File: config.mk
export PLATFORM = sky130hd
export DESIGN_NAME = serial_chunk_sub
export DESIGN_NICKNAME = d
export VERILOG_FILES = /design/src/rtl/serial_chunk_sub.sv
export SDC_FILE = /design/constraint.sdc
export NUM_CORES = 1
export LEC_CHECK = 0
export BUFFER_PORTS_ARGS = -buffer_cell sky130_fd_sc_hd__buf_2
export CAP_MARGIN = 15
export CORE_MARGIN = 2
export CORE_UTILIZATION = 42
export DETAILED_ROUTE_END_ITERATION = 10
export PLACE_DENSITY = 0.65
export SYNTH_ARGS = -nofsm -noshare
export SYNTH_HDL_FRONTEND = slang
export SYNTH_SLANG_ARGS = --single-unit
File: constraint.sdc
create_clock -name clk -period 1.5 [get_ports clk]
set_input_delay 0.225 -clock clk [delete_from_list [all_inputs] [get_ports clk]]
set_output_delay 0.225 -clock clk [all_outputs]
set_load 0.01 [all_outputs]
File: src/rtl/serial_chunk_sub.sv
// Chunk-serial subtractor: d = a - b - bin over WIDTH bits, CHUNK bits per clock, with borrow-out and signed overflow.
// Latency: accept at edge E, out_valid after edge E+NCH; one result per NCH+2 cycles with out_ready held high.
// Backpressure: in_ready only in IDLE; the result is held in DONE until out_ready, and in_valid is ignored meanwhile.
module serial_chunk_sub #(
  parameter int WIDTH = 8,
  parameter int CHUNK = 1
) (
  input  logic             clk,
  input  logic             rst,
  input  logic             in_valid,
  output logic             in_ready,
  input  logic [WIDTH-1:0] a,
  input  logic [WIDTH-1:0] b,
  input  logic             bin,
  output logic             out_valid,
  input  logic             out_ready,
  output logic [WIDTH-1:0] d,
  output logic             bout,
  output logic             ovf,
  output logic             busy
);

  localparam int NCH = WIDTH / CHUNK;
  localparam int CW  = (NCH > 1) ? $clog2(NCH) : 1;
  localparam logic [CW-1:0] LAST = CW'(NCH - 1);

  typedef enum logic [1:0] {S_IDLE, S_RUN, S_DONE} state_t;

  state_t           state_q, state_d;
  // Operands shift right by CHUNK each RUN cycle so the active chunk is always in the low bits.
  logic [WIDTH-1:0] a_q, a_d;
  logic [WIDTH-1:0] b_q, b_d;
  // Result fills from the top; after NCH shifts every slice sits at its own bit position.
  logic [WIDTH-1:0] res_q, res_d;
  logic             brw_q, brw_d;
  logic [CW-1:0]    cnt_q, cnt_d;
  logic [WIDTH-1:0] d_q, d_d;
  logic             bout_q, bout_d;
  logic             ovf_q, ovf_d;

  logic [CHUNK-1:0] chunk_slice;
  logic             chunk_brw;
  logic             chunk_msb_in;
  logic             chunk_ovf;
  logic [WIDTH-1:0] res_next;

  // Bit-level borrow chain over the current chunk; the borrow into its top bit feeds overflow on the last chunk.
  always_comb begin
    chunk_brw    = brw_q;
    chunk_msb_in = 1'b0;
    chunk_slice  = '0;
    for (int i = 0; i < CHUNK; i++) begin
      if (i == CHUNK - 1) chunk_msb_in = chunk_brw;
      chunk_slice[i] = a_q[i] ^ b_q[i] ^ chunk_brw;
      chunk_brw      = (~a_q[i] & b_q[i]) | (~(a_q[i] ^ b_q[i]) & chunk_brw);
    end
    chunk_ovf = chunk_msb_in ^ chunk_brw;
    res_next  = (res_q >> CHUNK) | (WIDTH'(chunk_slice) << (WIDTH - CHUNK));
  end

  // Next-state and datapath register updates.
  always_comb begin
    state_d = state_q;
    a_d     = a_q;
    b_d     = b_q;
    res_d   = res_q;
    brw_d   = brw_q;
    cnt_d   = cnt_q;
    d_d     = d_q;
    bout_d  = bout_q;
    ovf_d   = ovf_q;
    case (state_q)
      S_IDLE: begin
        if (in_valid) begin
          a_d     = a;
          b_d     = b;
          brw_d   = bin;
          res_d   = '0;
          cnt_d   = '0;
          state_d = S_RUN;
        end
      end
      S_RUN: begin
        a_d   = a_q >> CHUNK;
        b_d   = b_q >> CHUNK;
        res_d = res_next;
        brw_d = chunk_brw;
        cnt_d = cnt_q + CW'(1);
        if (cnt_q == LAST) begin
          cnt_d   = '0;
          d_d     = res_next;
          bout_d  = chunk_brw;
          ovf_d   = chunk_ovf;
          state_d = S_DONE;
        end
      end
      S_DONE: begin
        if (out_ready) state_d = S_IDLE;
      end
      default: state_d = S_IDLE;
    endcase
  end

  // State and datapath registers; reset abandons any operation in flight.
  always_ff @(posedge clk or negedge rst) begin
    if (!rst) begin
      state_q <= S_IDLE;
      a_q     <= '0;
      b_q     <= '0;
      res_q   <= '0;
      brw_q   <= 1'b0;
      cnt_q   <= '0;
      d_q     <= '0;
      bout_q  <= 1'b0;
      ovf_q   <= 1'b0;
    end else begin
      state_q <= state_d;
      a_q     <= a_d;
      b_q     <= b_d;
      res_q   <= res_d;
      brw_q   <= brw_d;
      cnt_q   <= cnt_d;
      d_q     <= d_d;
      bout_q  <= bout_d;
      ovf_q   <= ovf_d;
    end
  end

  assign in_ready  = rst && (state_q == S_IDLE);
  assign out_valid = (state_q == S_DONE);
  assign busy      = (state_q == S_RUN) || (state_q == S_DONE);
  assign d         = d_q;
  assign bout      = bout_q;
  assign ovf       = ovf_q;

endmodule

==> impl_metrics.ini, run 1 <==
[cts]
cts_made_buffers = 5
root_buffer = clkbuf_8
htreeDepth = 2
cts.sinks = 39
clockBufferDepth = 2
cts_tree = done
clock_latency_ns = 0.29
clkTransAtPathRegs_ns = 0.07

[layout]
fin_util = 0.661
post_layout_nonfiller_instances = 252
stdcell_area_sq_um = 2630
area_growth_pct = 51.8
final_nets = 229
layout-drive-gt1-share = 0.559
n_antenna_cell = 0

[synthesis]
yosys_most_used_dff = dfrtp_1
synth.most_common_cell = dfrtp_1
ys_top_cells_by_area = dfrtp_1, mux2i_1, o21ai_0
synth-seq-area-share = 0.564
synthTopCellsByCount = dfrtp_1, nand2_1, o21ai_0, mux2i_1, a22o_1
syn_nets = 171
synthArstFlopShare = 1.00
syn_avg_cell_area_sq_um = 12.1
synth_top_area_frac = 0.564
yosys_warnings = 0
synth-seq-cells = 39
synth_cell_types = 22
synthCells = 143
synth_edf_count = 0
synthesis.area_sq_um = 1730
synth_area_leader_cell = dfrtp_1

[worst_setup_path]
reg2reg_slack_ns = -0.13
worstPathArrival_ns = 1.81
cp-end-kind = register
critPathLaunchType = register
crit_path_max_fanout = 2
regToRegEndpoint = state_q[0]$_DFFE_PN0P_
rr_startpoint = cnt_q[1]$_DFFE_PN0P_
crit_type = reg -> reg
required_ns = 1.67
r2r_cells = 6

[die]
pin_count = 34
dieWidth_um = 68.2
die_h_um = 68.2
core_sq_um = 3970
dieArea_sq_um = 4650
rows = 23
initial_core_util = 0.436

[detailed_routing]
wl_um = 4250
drt_iter0_markers = 126
routed_via_density = 5.17
num_vias = 1302
first_pass_iters = 4
ant_nets = 0
drc_errors = 0
avgRoutedWirePerCell_um = 16.9

[power_and_ir_drop]
vdd_drop_max_v = 0.000954
power.density_nw_per_um2 = 2240
power_leakage_nw = 1.34
power_mw = 5.87

[global_routing]
grt_remaining_overflow = 0
grt_pass1_wl_um = 5660
antenna_found_initial = 0
grt_pass1_vias = 1204
grt_max_degree = 40
grt_usage = 0.172

[place]
place_area_sq_um = 2030
port_buffers = 33
gp_congestion = 0.703
dp_hpwl_um = 2280
place_inst = 227
dp_worst_setup_slack_ns = -0.211

[sta]
drv_slew = 0
layout_min_cycle_time_ns = 1.63
fmax_ghz = 0.613
tightest_slew_ns = 0.497
setup_viol = 17
setup_tns_ns = -0.664
whs_ns = 0.0120
setup_ws_ns = -0.132
min_period_over_period = 1.09
hold_viol_final = 0
fin_worst_skew_ns = 0.00613
slew_headroom = 0.669
rsz0062_at_grt = true

[run_status]
violations = setup timing
status = finished, violations left

[flow_run]
cap_viol_max_count = 0

[worst_hold_path]
hold_class = in -> async
[where the power goes]
group          total [mW]  leakage (nW)  internal (mW)  switching, mW
clock network       0.906        0.0612          0.538          0.368
logic                3.17         0.767           1.79           1.39
registers            1.80         0.509           1.45          0.343
total                5.87          1.34           3.78           2.10
[worst max path at each step]
stage / to / startpoint / slack (ns)
after floorplan: state_q[0]$_DFFE_PN0P_ / state_q[0]$_DFFE_PN0P_ / -0.1
after global placement: state_q[0]$_DFFE_PN0P_ / cnt_q[0]$_DFFE_PN0P_ / -0.07
after detailed placement: state_q[0]$_DFFE_PN0P_ / cnt_q[0]$_DFFE_PN0P_ / -0.21
after CTS: state_q[0]$_DFFE_PN0P_ / cnt_q[0]$_DFFE_PN0P_ / -0.11
after global routing: state_q[1]$_DFFE_PN0P_ / cnt_q[1]$_DFFE_PN0P_ / -0.22
final: state_q[0]$_DFFE_PN0P_ / cnt_q[1]$_DFFE_PN0P_ / -0.13
[registers in the layout, indices dropped and copies added, names as in the netlist]
name,count
a_q,8
ovf,1
brw_q,1
b_q,8
d,8
cnt_q,3
state_q,2
bout,1
res_q,7
[metal layers]
layer	vias to the layer above	GRT usage	share of wire
met2	31	0.269	0.52
met3	5	0.0658	0.043
met4	0	0.0800	0.013
met5	-	0	0
li1	616	-	-
met1	650	0.208	0.43
[area by class of cell]
class	count	area [sq um]
clock buffer	6	82.6
clock inverter	2	35.0
fill	278	1350
inverter	8	30.0
multi-input combinational	89	896
sequential	39	977
tap	50	62.6
timing repair buffer	58	543
[critical path: stages (launching register included)]
cell and delay [ns]:
dfrtp_1 0.42, ha_4 0.17, ha_4 0.13, inv_2 0.03, a222oi_1 0.29, buf_4 0.19
mux2_4 0.30
[cell usage in the layout (no fill, tap or decap), types with 2 or more instances in the layout]
cell type / n
nand2_1: 5
buf_12: 5
inv_2: 3
mux2_4: 10
buf_6: 2
dfrtp_1: 38
o21ai_1: 6
ha_4: 4
nand2_4: 6
buf_8: 4
mux2i_1: 14
a22o_1: 10
nand2b_1: 2
clkbuf_16: 5
o21ai_2: 9
nand2_2: 9
inv_1: 5
buf_2: 32
clkbuf_8: 6
o21ai_0: 4
buf_4: 10
[cells by family after synthesis]
kind of cell | count (synthesis) | synth area share
XOR/XNOR | 1 | 0.00506
buffers and inverters | 15 | 0.0419
AND/OR/NAND/NOR | 24 | 0.0564
AO/OA/AOI/OAI | 31 | 0.118
adder cells (fa/ha/maj) | 7 | 0.0550
multiplexers | 26 | 0.160
flip-flops | 39 | 0.564
[repair_timing]
action / in CTS / in global routing
gates resized for setup: 16 / 58
setup endpoints to repair: 30 / 40
pin swaps: 2 / 15
gates cloned: 0 / 8
setup buffers: 3 / 8
hold buffers: 0 / 0
(Power assumes the default switching activity.)
==> run 2, diff against run 1 <==
- CTS_CLUSTER_DIAMETER: unset -> 80
- SETUP_SLACK_MARGIN: unset -> 0.05
==> run 2 against run 1 <==
  * The flow finishes with violations (hold timing, setup timing)
  * Sequential power is essentially flat
  * Worst setup slack lost 0.010 ns
  * Non-clock buffer count grew 13
  * Power grew 14%
  * Design area grew 8.5%
  * Clock skew is essentially flat
  * Fmax shrank 0.62%
  * Routed wire length grew 12%
  * Via count grew 7.1%
  * Largest cell class unchanged
==> impl_metrics.ini, run 2 (synthesis results as in run 1) <==
[worst_setup_path]
crit_type = reg -> reg
reg2reg_slack_ns = -0.14
worstSetupStartpoint = state_q[1]$_DFFE_PN0P_
rr_startpoint = state_q[1]$_DFFE_PN0P_
slowest_delay_ns = 0.40
cp_slowest_cell = dfrtp_1
r2r_cells = 6
critPathLaunchType = register
required_ns = 1.69
crit_path_max_fanout = 3
cp-end-kind = register
worstPathArrival_ns = 1.83
crit_path_frequent_cell = buf_4
regToRegEndpoint = state_q[0]$_DFFE_PN0P_
crit_end = state_q[0]$_DFFE_PN0P_
crit_chain = inv_2 -> ha_4 -> buf_4 -> a222oi_1 -> buf_4 -> mux2_4

[die]
dieWidth_um = 68.2
rows = 23
dieArea_sq_um = 4650
pin_count = 34
core_sq_um = 3970
die_h_um = 68.2
initial_core_util = 0.436

[detailed_routing]
avgRoutedWirePerCell_um = 17.9
first_pass_iters = 4
routed_via_density = 5.26
drc_errors = 0
wl_um = 4740
num_vias = 1394
ant_nets = 0
drt_iter0_markers = 104

[global_routing]
grt_remaining_overflow = 0
grt_pass1_wl_um = 6510
grt_pass1_vias = 1285
grt_usage = 0.198
antenna_found_initial = 0
grt_max_degree = 40

[layout]
n_antenna_cell = 0
mostFrequentLayoutCells = dfrtp_1, buf_2, buf_4
fin_util = 0.717
final_common_cell = dfrtp_1
area_growth_pct = 64.6
layout-drive-gt1-share = 0.619
stdcell_area_sq_um = 2850
final_nets = 242

[sta]
min_period_over_period = 1.09
setup_viol = 32
whs_ns = -0.00512
fmax_ghz = 0.609
setup_ws_ns = -0.142
rsz0062_at_grt = true
fin_worst_skew_ns = 0.00614
hold_viol_final = 8
drv_slew = 0
tightest_slew_ns = 0.494
slew_headroom = 0.671
layout_min_cycle_time_ns = 1.64

[power_and_ir_drop]
vdd_drop_max_v = 0.00121
power.density_nw_per_um2 = 2350
power_leakage_nw = 1.45

[place]
dp_hpwl_um = 2230
port_buffers = 33
dp_worst_setup_slack_ns = -0.221
place_area_sq_um = 2030
gp_congestion = 0.720

[cts]
cts_made_buffers = 5
clkTransAtPathRegs_ns = 0.08
postCtsHoldBufs = 0
cts_tree = done
clock_latency_ns = 0.30
root_buffer = clkbuf_8
htreeDepth = 2
clockBufferDepth = 2
cts.sinks = 39

[run_status]
status = finished, violations left
violations = hold timing, setup timing

[worst_hold_path]
hold_class = in -> async

[flow_run]
cap_viol_max_count = 0
-- run 2: cell types whose count changed in the layout (fill, tap and decap cells not counted), moves of 2 or more --
cell | previous run | this run
clkbuf_16 | 5 | 3
buf_6 | 2 | 8
buf_16 | 0 | 5
mux2i_1 | 14 | 11
nand2_4 | 6 | 11
o21ai_2 | 9 | 11
nand2_2 | 9 | 6
buf_4 | 10 | 18
mux2i_4 | 1 | 3
nand2_1 | 5 | 3
o21ai_0 | 4 | 1
buf_8 | 4 | 0
-- run 2: how the worst min path moves through the flow --
stage               from            endpoint  slack (ns)  cells after the start
finish               rst    d[0]$_DFFE_PN0P_      -0.005                      2
floorplan            rst  a_q[0]$_DFFE_PN0P_       -0.07                      0
detailed placement   rst    d[0]$_DFFE_PN0P_        0.33                      2
global placement     rst    d[1]$_DFFE_PN0P_        0.33                      2
CTS                  rst    d[1]$_DFFE_PN0P_        0.01                      2
global route         rst    d[1]$_DFFE_PN0P_        0.04                      2
-- run 2: power by group --
group	internal (mW)	total, mW	leakage, nW	switching [mW]
clock network	0.495	0.891	0.0581	0.396
logic	2.30	3.98	0.878	1.68
registers	1.45	1.83	0.510	0.377
-- run 2: worst max-delay path: cells and delay by family, from the launching register on --
family                     cells  cell delay, ns
buffers and inverters          3            0.42
adders and majority gates      1            0.18
AOI/OAI and AO/OA              1            0.23
muxes                          1            0.30
DFF                            1            0.40
-- run 2: area by class of cell --
type | instances | area (sq um)
flip-flops and latches | 39 | 976
fillers | 256 | 1120
repair buffers | 71 | 698
well taps | 50 | 62.6
inverters | 8 | 30.0
multi-input cells | 89 | 970
clock buffers | 5 | 68.8
clock inverters | 3 | 43.8
-- run 2: per-layer routing --
metal | global-route usage | part of all wire | vias to the layer above
li1 | - | - | 641
met1 | 0.247 | 0.42 | 704
met2 | 0.333 | 0.51 | 39
met3 | 0.0559 | 0.042 | 10
met4 | 0.0650 | 0.024 | 0
met5 | 0 | 0 | -
-- run 2: stage by stage --
step | hold slack (ns) | TNS, ns | instances | power, mW
2_1_floorplan | -0.0706 | -1.31 | 143 | 2.90
3_3_place_gp | 0.333 | -0.850 | 227 | 3.36
3_5_place_dp | 0.334 | -2.71 | 227 | 3.48
4_1_cts | 0.0144 | -0.983 | 253 | 5.66
5_1_grt | 0.0352 | -3.73 | 265 | 7.02
6_report | -0.00512 | -2.31 | 265 | 6.70
-- run 2: timing repair --
item / CTS / global route
setup endpoints to repair: 40 / 40
gates resized for setup: 54 / 42
endpoints found under the hold margin: 0 / 0
cloned: 5 / 4
buffers inserted: 13 / 8
pin swaps: 13 / 14
